$ cat src/rtl/uart_pkg.sv
// Shared definitions for the FIFO-fed UART transmitter: FSM encoding and frame geometry.
package uart_pkg;

  typedef enum logic [1:0] {
    StIdle,
    StStart,
    StData,
    StStop
  } tx_state_e;

  // Start bit + 8 data bits + stop bit.
  localparam int unsigned FrameBits = 10;
  localparam int unsigned DataBits  = FrameBits - 2;

endpackage

$ cat src/rtl/baud_tick.sv
// Bit-period counter: counts 0..CLKS_PER_BIT-1 and flags the last cycle of each bit.
module baud_tick #(
  parameter int unsigned CLKS_PER_BIT = 10416,
  parameter int unsigned CNT_W        = 14
) (
  input  logic clk,
  input  logic reset,
  input  logic clear,
  output logic tick
);

  logic [CNT_W-1:0] cnt_q, cnt_d;

  assign tick = (cnt_q == CNT_W'(CLKS_PER_BIT - 1));

  always_comb begin
    cnt_d = cnt_q + CNT_W'(1);
    if (clear || tick) begin
      cnt_d = '0;
    end
  end

  always_ff @(posedge clk or negedge reset) begin
    if (!reset) begin
      cnt_q <= '0;
    end else begin
      cnt_q <= cnt_d;
    end
  end

endmodule

$ cat src/rtl/uart_fifo_tx.sv
// 8N1 UART transmitter that pops bytes straight from an upstream FIFO, one per frame.
module uart_fifo_tx
  import uart_pkg::*;
#(
  parameter int unsigned CLKS_PER_BIT = 10416,
  parameter int unsigned CNT_W        = 14
) (
  input  logic       clk,
  input  logic       reset,
  input  logic       en,
  input  logic [7:0] dataIn,
  input  logic       isEmpty,
  output logic       re,
  output logic       tx,
  output logic       isBusy,
  output logic       frameDone
);

  logic [1:0] rst_sync_q, rst_sync_d;
  logic       rst_n_int;
  logic       armed_q, armed_d;
  tx_state_e  state_q, state_d;
  logic [2:0] bit_q, bit_d;
  logic [7:0] shift_q, shift_d;
  logic       tx_q, tx_d;
  logic       done_q, done_d;
  logic       clear;
  logic       tick;

  // Assert asynchronously, release two edges after the external reset lets go.
  always_comb begin
    rst_sync_d = {rst_sync_q[0], 1'b1};
  end

  always_ff @(posedge clk or negedge reset) begin
    if (!reset) begin
      rst_sync_q <= 2'b00;
    end else begin
      rst_sync_q <= rst_sync_d;
    end
  end

  assign rst_n_int = rst_sync_q[1];

  baud_tick #(
    .CLKS_PER_BIT(CLKS_PER_BIT),
    .CNT_W       (CNT_W)
  ) u_baud_tick (
    .clk  (clk),
    .reset(rst_n_int),
    .clear(clear),
    .tick (tick)
  );

  always_comb begin
    armed_d = 1'b1;
    state_d = state_q;
    bit_d   = bit_q;
    shift_d = shift_q;
    tx_d    = tx_q;
    done_d  = 1'b0;
    re      = 1'b0;
    unique case (state_q)
      StIdle: begin
        tx_d = 1'b1;
        // armed_q keeps re low while reset is held and for the first cycles after release.
        if (armed_q && en && !isEmpty) begin
          re      = 1'b1;
          shift_d = dataIn;
          state_d = StStart;
          tx_d    = 1'b0;
        end
      end
      StStart: begin
        if (tick) begin
          state_d = StData;
          bit_d   = 3'd0;
          tx_d    = shift_q[0];
        end
      end
      StData: begin
        if (tick) begin
          if (bit_q == 3'(DataBits - 1)) begin
            state_d = StStop;
            tx_d    = 1'b1;
          end else begin
            bit_d   = bit_q + 3'd1;
            shift_d = {1'b0, shift_q[7:1]};
            tx_d    = shift_q[1];
          end
        end
      end
      StStop: begin
        tx_d = 1'b1;
        if (tick) begin
          state_d = StIdle;
          done_d  = 1'b1;
        end
      end
    endcase
    clear = (state_q == StIdle) || (state_d != state_q);
  end

  always_ff @(posedge clk or negedge rst_n_int) begin
    if (!rst_n_int) begin
      armed_q <= 1'b0;
      state_q <= StIdle;
      bit_q   <= 3'd0;
      shift_q <= 8'h00;
      tx_q    <= 1'b1;
      done_q  <= 1'b0;
    end else begin
      armed_q <= armed_d;
      state_q <= state_d;
      bit_q   <= bit_d;
      shift_q <= shift_d;
      tx_q    <= tx_d;
      done_q  <= done_d;
    end
  end

  assign tx        = tx_q;
  assign isBusy    = (state_q != StIdle);
  assign frameDone = done_q;

endmodule

$ cat config.mk
export PLATFORM = sky130hd
export DESIGN_NAME = uart_fifo_tx
export DESIGN_NICKNAME = d
export VERILOG_FILES = /design/src/rtl/uart_pkg.sv /design/src/rtl/baud_tick.sv /design/src/rtl/uart_fifo_tx.sv
export SDC_FILE = /design/constraint.sdc
export NUM_CORES = 1
export LEC_CHECK = 0
export CORE_MARGIN = 2
export CORE_UTILIZATION = 60
export CTS_CLUSTER_DIAMETER = 120
export DETAILED_ROUTE_END_ITERATION = 10
export GPL_TIMING_DRIVEN = 0
export PLACE_DENSITY = 0.87
export SLEW_MARGIN = 20
export SYNTH_ARGS = -nofsm -noshare
export SYNTH_HDL_FRONTEND = slang
export SYNTH_SLANG_ARGS = --single-unit
$ cat constraint.sdc
create_clock -name clk -period 3.54 [get_ports clk]
set_input_delay 0.708 -clock clk [delete_from_list [all_inputs] [get_ports clk]]
set_output_delay 0.708 -clock clk [all_outputs]
set_load 0.005 [all_outputs]
Yosys cells after proc, flatten, opt, wreduce, memory -nomap -nowiden
Cells that the tools add are included.

storage, ports and cells
  memory bits (read-only) = 0
  register bits = 32
  output and inout bits = 4
  memory bits (writable) = 0
  bits in latches = 0
  memories = 0

operators by class
  multiply operators = 0
  reduce and logical (&&, ||, !) cells = 12
  divide/modulo/power cells = 0
  $add $sub $neg = 2
  eq/ne operators = 10
  bitwise gates (word level) = 0
  order comparisons = 0
  multiplexer cells = 24
  shift operators = 0

operators by type and width
  kind                                                              number
  8-bit two-way mux                                                 3
  8-bit case mux with 2 select lines                                1
  14-bit by 1-bit adder with 14-bit output (second input constant)  1
  14-bit == test (second input constant)                            1
  14-bit two-way mux                                                1
  2-bit two-way mux                                                 5
  3-bit two-way mux                                                 3
  1-bit two-way mux                                                 8
  2-bit case mux with 4 select lines                                1
  4-bit AND reduction                                               2
  3-bit case mux with 2 select lines                                1
  2-bit nonzero test                                                3
  2-bit == test (second input constant)                             2
  2-bit by 1-bit != test with 1-bit output (second input constant)  2
  2-bit != test (second input constant)                             2
  1-bit case mux with 4 select lines                                1
  3-bit by 1-bit adder with 3-bit output (second input constant)    1
  3-bit == test (second input constant)                             1
  2-bit by 1-bit == test with 1-bit output (second input constant)  1
  1-bit logical AND                                                 2
  2-bit logical NOT                                                 1
  1-bit logical OR                                                  2
  2-bit != test                                                     1
  2-bit AND reduction                                               1
  1-bit logical NOT                                                 1

Depth between registers and ports, before layout
  depth in word-level cells = 8
  depth in mapped cells = 7

Modules after synthesis
Synthesis repeated with hierarchy kept, for this count alone.

second synthesis, totals
  cell total of the unflattened synthesis = 140
  area, all modules = 1666.6 µm²

modules (own cells, without submodules)
  module        instances  cells each  seq. area each (µm²)  area an instance (µm²)
  uart_fifo_tx  1          70          451.7                 937.1
  baud_tick     1          70          350.3                 729.4

Worst setup path after synthesis
OpenSTA, ideal clock, no wires.

  kind = reg-to-reg
  start = register bit_q[0]
  end = register shift_q[7]
  data required time = 3419 ps
  setup slack = 1763 ps
  cell stages (with the launch flop) = 7
  clock period less this slack = 1777 ps
  arrival time = 1656 ps
  cell sequence = dfrtp_1 ha_1 ha_1 or2b_2 a21oi_4 o21ai_4 a22o_1

between the ends
  word-level cells in the longest chain between the ends = 3

RTL lines
  element                        RTL line             source
  from (decl)                    uart_fifo_tx.sv:23   logic [2:0] bit_q, bit_d;
  from (signal assigned)         uart_fifo_tx.sv:115  bit_q <= bit_d;
  3-bit == test                  uart_fifo_tx.sv:83   if (bit_q == 3'(DataBits - 1)) begin
  2-bit != test (no line)        --
  4-bit AND reduction (no line)  --
  to (signal assigned)           uart_fifo_tx.sv:116  shift_q <= shift_d;
  to (decl)                      uart_fifo_tx.sv:24   logic [7:0] shift_q, shift_d;

No other way between the ends.
A chain may end at the register's enable or synchronous reset.

Worst setup path after layout
  start = register state_q[1]
  end = output port re

between the ends
  word-level cells in the longest chain between the ends = 2

RTL lines
  element                 RTL line             source
  from (decl)             uart_fifo_tx.sv:22   tx_state_e state_q, state_d;
  from (signal assigned)  uart_fifo_tx.sv:107  state_q <= StIdle;
  from (signal assigned)  uart_fifo_tx.sv:114  state_q <= state_d;
  2-bit logical NOT       uart_fifo_tx.sv:63   unique case (state_q)
  1-bit two-way mux       uart_fifo_tx.sv:63
  to (decl)               uart_fifo_tx.sv:13   output logic re,

No other way between the ends.

==> metrics.md <==
| Metric | Value |
|---|---|
| Post-DP HPWL | 2.207 mm |
| Slew Viols, Final | 0 |
| Static leakage | 0.8126 nW |
| GRT Total Usage | 0.2255 |
| Final WL | 3.087 mm |
| Total power | 0.8784 mW |
| CTS root buffer | clkbuf_4 |
| Max clock buf depth | 2 |
| FMAX | 348.8 MHz |
| Post-Layout Cell Count | 206 |
| Die area | 0.003087 mm^2 |
| H-Tree Depth | 2 |
| Syn avg cell area | 10.50 um^2 |
| Synth Cell Area | 0.001595 mm^2 |
| Sink Count | 32 |
| Async S/R FF share, synth | 1.000 |
| Area taken by multi-input logic gates | 715.7 um^2 |
| Reg-to-Reg End | u_baud_tick.cnt_q[10] |
| Worst r2r src | u_baud_tick.cnt_q[4] |
| EDFF count, synth | 0 |
| Req. time, crit path | 2.83 ns |
| Yosys warnings | 0 |
| Starting density of the core | 0.6381 |
| Core area | 0.002500 mm^2 |
| Fin. Hold Viols | 0 |
| Post-route DRC violation count | 0 |
| Commonest non-fill, non-tap cells in the layout | dfrtp_1 (30), nor2_1 (17), clkdlybuf4s50_1 (15), xor2_1 (10), inv_1 (9) |
| PostCTS Resize Cnt | 0 |
| Setup Buffers After CTS | 0 |
| Max IR drop VDD | 0.5013 mV |
| First-pass DRT Iterations | 4 |
| Num CTS Buffers | 5 |
| Worst slew pin tran | 0.6474 ns |
| Post-placement cell area | 0.001788 mm^2 |
| Fin Clk Skew | 0.01562 ns |
| Register Area | 803.3 um^2 |
| Via density | 5.947 |
| Synth cell types | 43 |
| Largest net degree at the start of global routing | 31 |
| Layout Utilization | 0.7382 |
| Area growth, synth to finish | 15.69% |
| Gpl congestion | 0.8738 |
| Net count, final | 190 |
| Worst slew margin | 0.5684 |
| Crit-path max FO | 10 |
| Post-Syn Instances | 152 |
| Final hold slack | 0.2962 ns |
| MaxCap Viol Count | 0 |
| WP data arrival | 2.16 ns |
| Mean routed wirelength per cell | 14.99 um |
| Hold buffers post-CTS | 0 |
| Fillers | 177 |
| Place WS | 0.8089 ns |
| Worst skew pair latency | 0.34 ns |
| First-pass GRT wire length | 5.402 mm |
| Antenna cells | 0 |
| Final Cycle Share | 0.8100 |
| Via count | 1,225 |
| Row Count | 18 |
| Chip Width | 55.57 um |
| I/O Buffers | 15 |
| Outcome | finished clean |
| Register bit total from synthesis | 32 |
| DRT iter0 DRCs | 31 |
| Hold crit path type | flop to async pin |
| Setup WS post-layout | 0.6726 ns |
| Most common cell after layout, fill and taps aside | dfrtp_1 |
| Share of cells above drive strength 1 | 0.1250 |
| PwrDens | 476.0 mW/mm^2 |
| Initial antenna violation count | 0 |
| Crit. Startpoint | state_q[1] |
| Die height | 55.57 um |
| Inst Count DP | 198 |
| Number of setup violations in the final report | 0 |
| Seq/Total Area, Yosys | 0.5027 |
| Kind of critical path | flop to output port |
| RSZ-0062 raised after global routing | false |
| Clock slew at reported path FFs | 0.11 ns |
| Io pins | 16 |
| CP endpoint kind | output port |
| TritonCTS clock tree | built |
| GR Overflow Total | 0 |
| Vias in the first global route | 1,264 |
| R2R Setup Slk | 1.61 ns |
| Setup_tns | 0 ns |
| Post-route cell area | 0.001846 mm^2 |
| Antenna Nets Post-Route | 0 |
| Startpoint class of the critical path | flop |
| Synth Flop Type | dfrtp_1 |
| Min Tclk post-route | 2.867 ns |
| Worst r2r path cells | 5 |
-- critical path, stage by stage, from the launching register on --
cell and delay [ns]:
dfrtp_1 0.44, buf_2 0.21, nor2_1 0.29, inv_1 0.16, nor2_1 0.20, clkdlybuf4s50_1 0.53
-- worst max path at each step --
stage	endpoint	slack [ns]	depth (start not counted)
2_1_floorplan	shift_q[7]	1.76	6
3_3_place_gp	re	0.81	4
3_5_place_dp	re	0.81	4
4_1_cts	re	0.69	5
5_1_grt	re	0.60	5
6_report	re	0.67	5
-- flip-flops by register name (all words and copies together), names as in the netlist --
signal / flops
shift_q: 8
u_baud_tick.cnt_q: 14
frameDone: 1
state_q: 2
bit_q: 3
armed_q: 1
rst_sync_q: 2
tx: 1
-- Yosys cell counts (all sizes together) (4+ instances only) --
| master | count | area [um^2] |
|---|---|---|
| a22oi | 7 | 52.55 |
| and3 | 5 | 33.78 |
| buf | 4 | 35.03 |
| dfrtp | 31 | 775.7 |
| inv | 9 | 33.78 |
| nand2 | 5 | 18.77 |
| nand3 | 7 | 35.03 |
| nand4 | 5 | 31.28 |
| nor2 | 17 | 63.81 |
| nor2b | 4 | 25.02 |
| o21ai | 6 | 41.29 |
| o22ai | 7 | 43.79 |
| xor2 | 10 | 87.58 |
-- cell families after synthesis --
logic type | after synthesis | share of synthesized area
compound gates | 32 | 0.1506
xor+xnor | 12 | 0.06588
fa+ha+maj | 3 | 0.02353
buf+inv | 16 | 0.05098
flops | 32 | 0.5027
mux | 1 | 0.007058
other cells | 1 | 0.002351
simple gates | 55 | 0.1969
-- routing by layer --
layer  GRT usage  routed length [um]  vias up
met3     0.06089                 134        8
met2      0.3537                1478       38
met4      0.1289                  59        0
li1            -                   -      587
met1      0.2806                1415      592
met5           0                   0        -
-- layout make-up --
cell class	instances	share of cell area
Clock buffer	6	0.02237
Buffer	7	0.02576
Timing Repair Buffer	15	0.08136
Clock inverter	2	0.008814
Inverter	9	0.01831
Multi-Input combinational cell	105	0.3878
Tap cell	30	0.02034
Sequential cell	32	0.4353
-- where the power goes --
group | internal, mW | leakage (nW) | total [mW] | switching, mW
combinational | 0.0902 | 0.398 | 0.160 | 0.0699
sequential | 0.439 | 0.387 | 0.510 | 0.0713
clock | 0.0789 | 0.0284 | 0.208 | 0.129
total | 0.608 | 0.813 | 0.878 | 0.271
No activity file was read; power rests on OpenSTA's default activity.
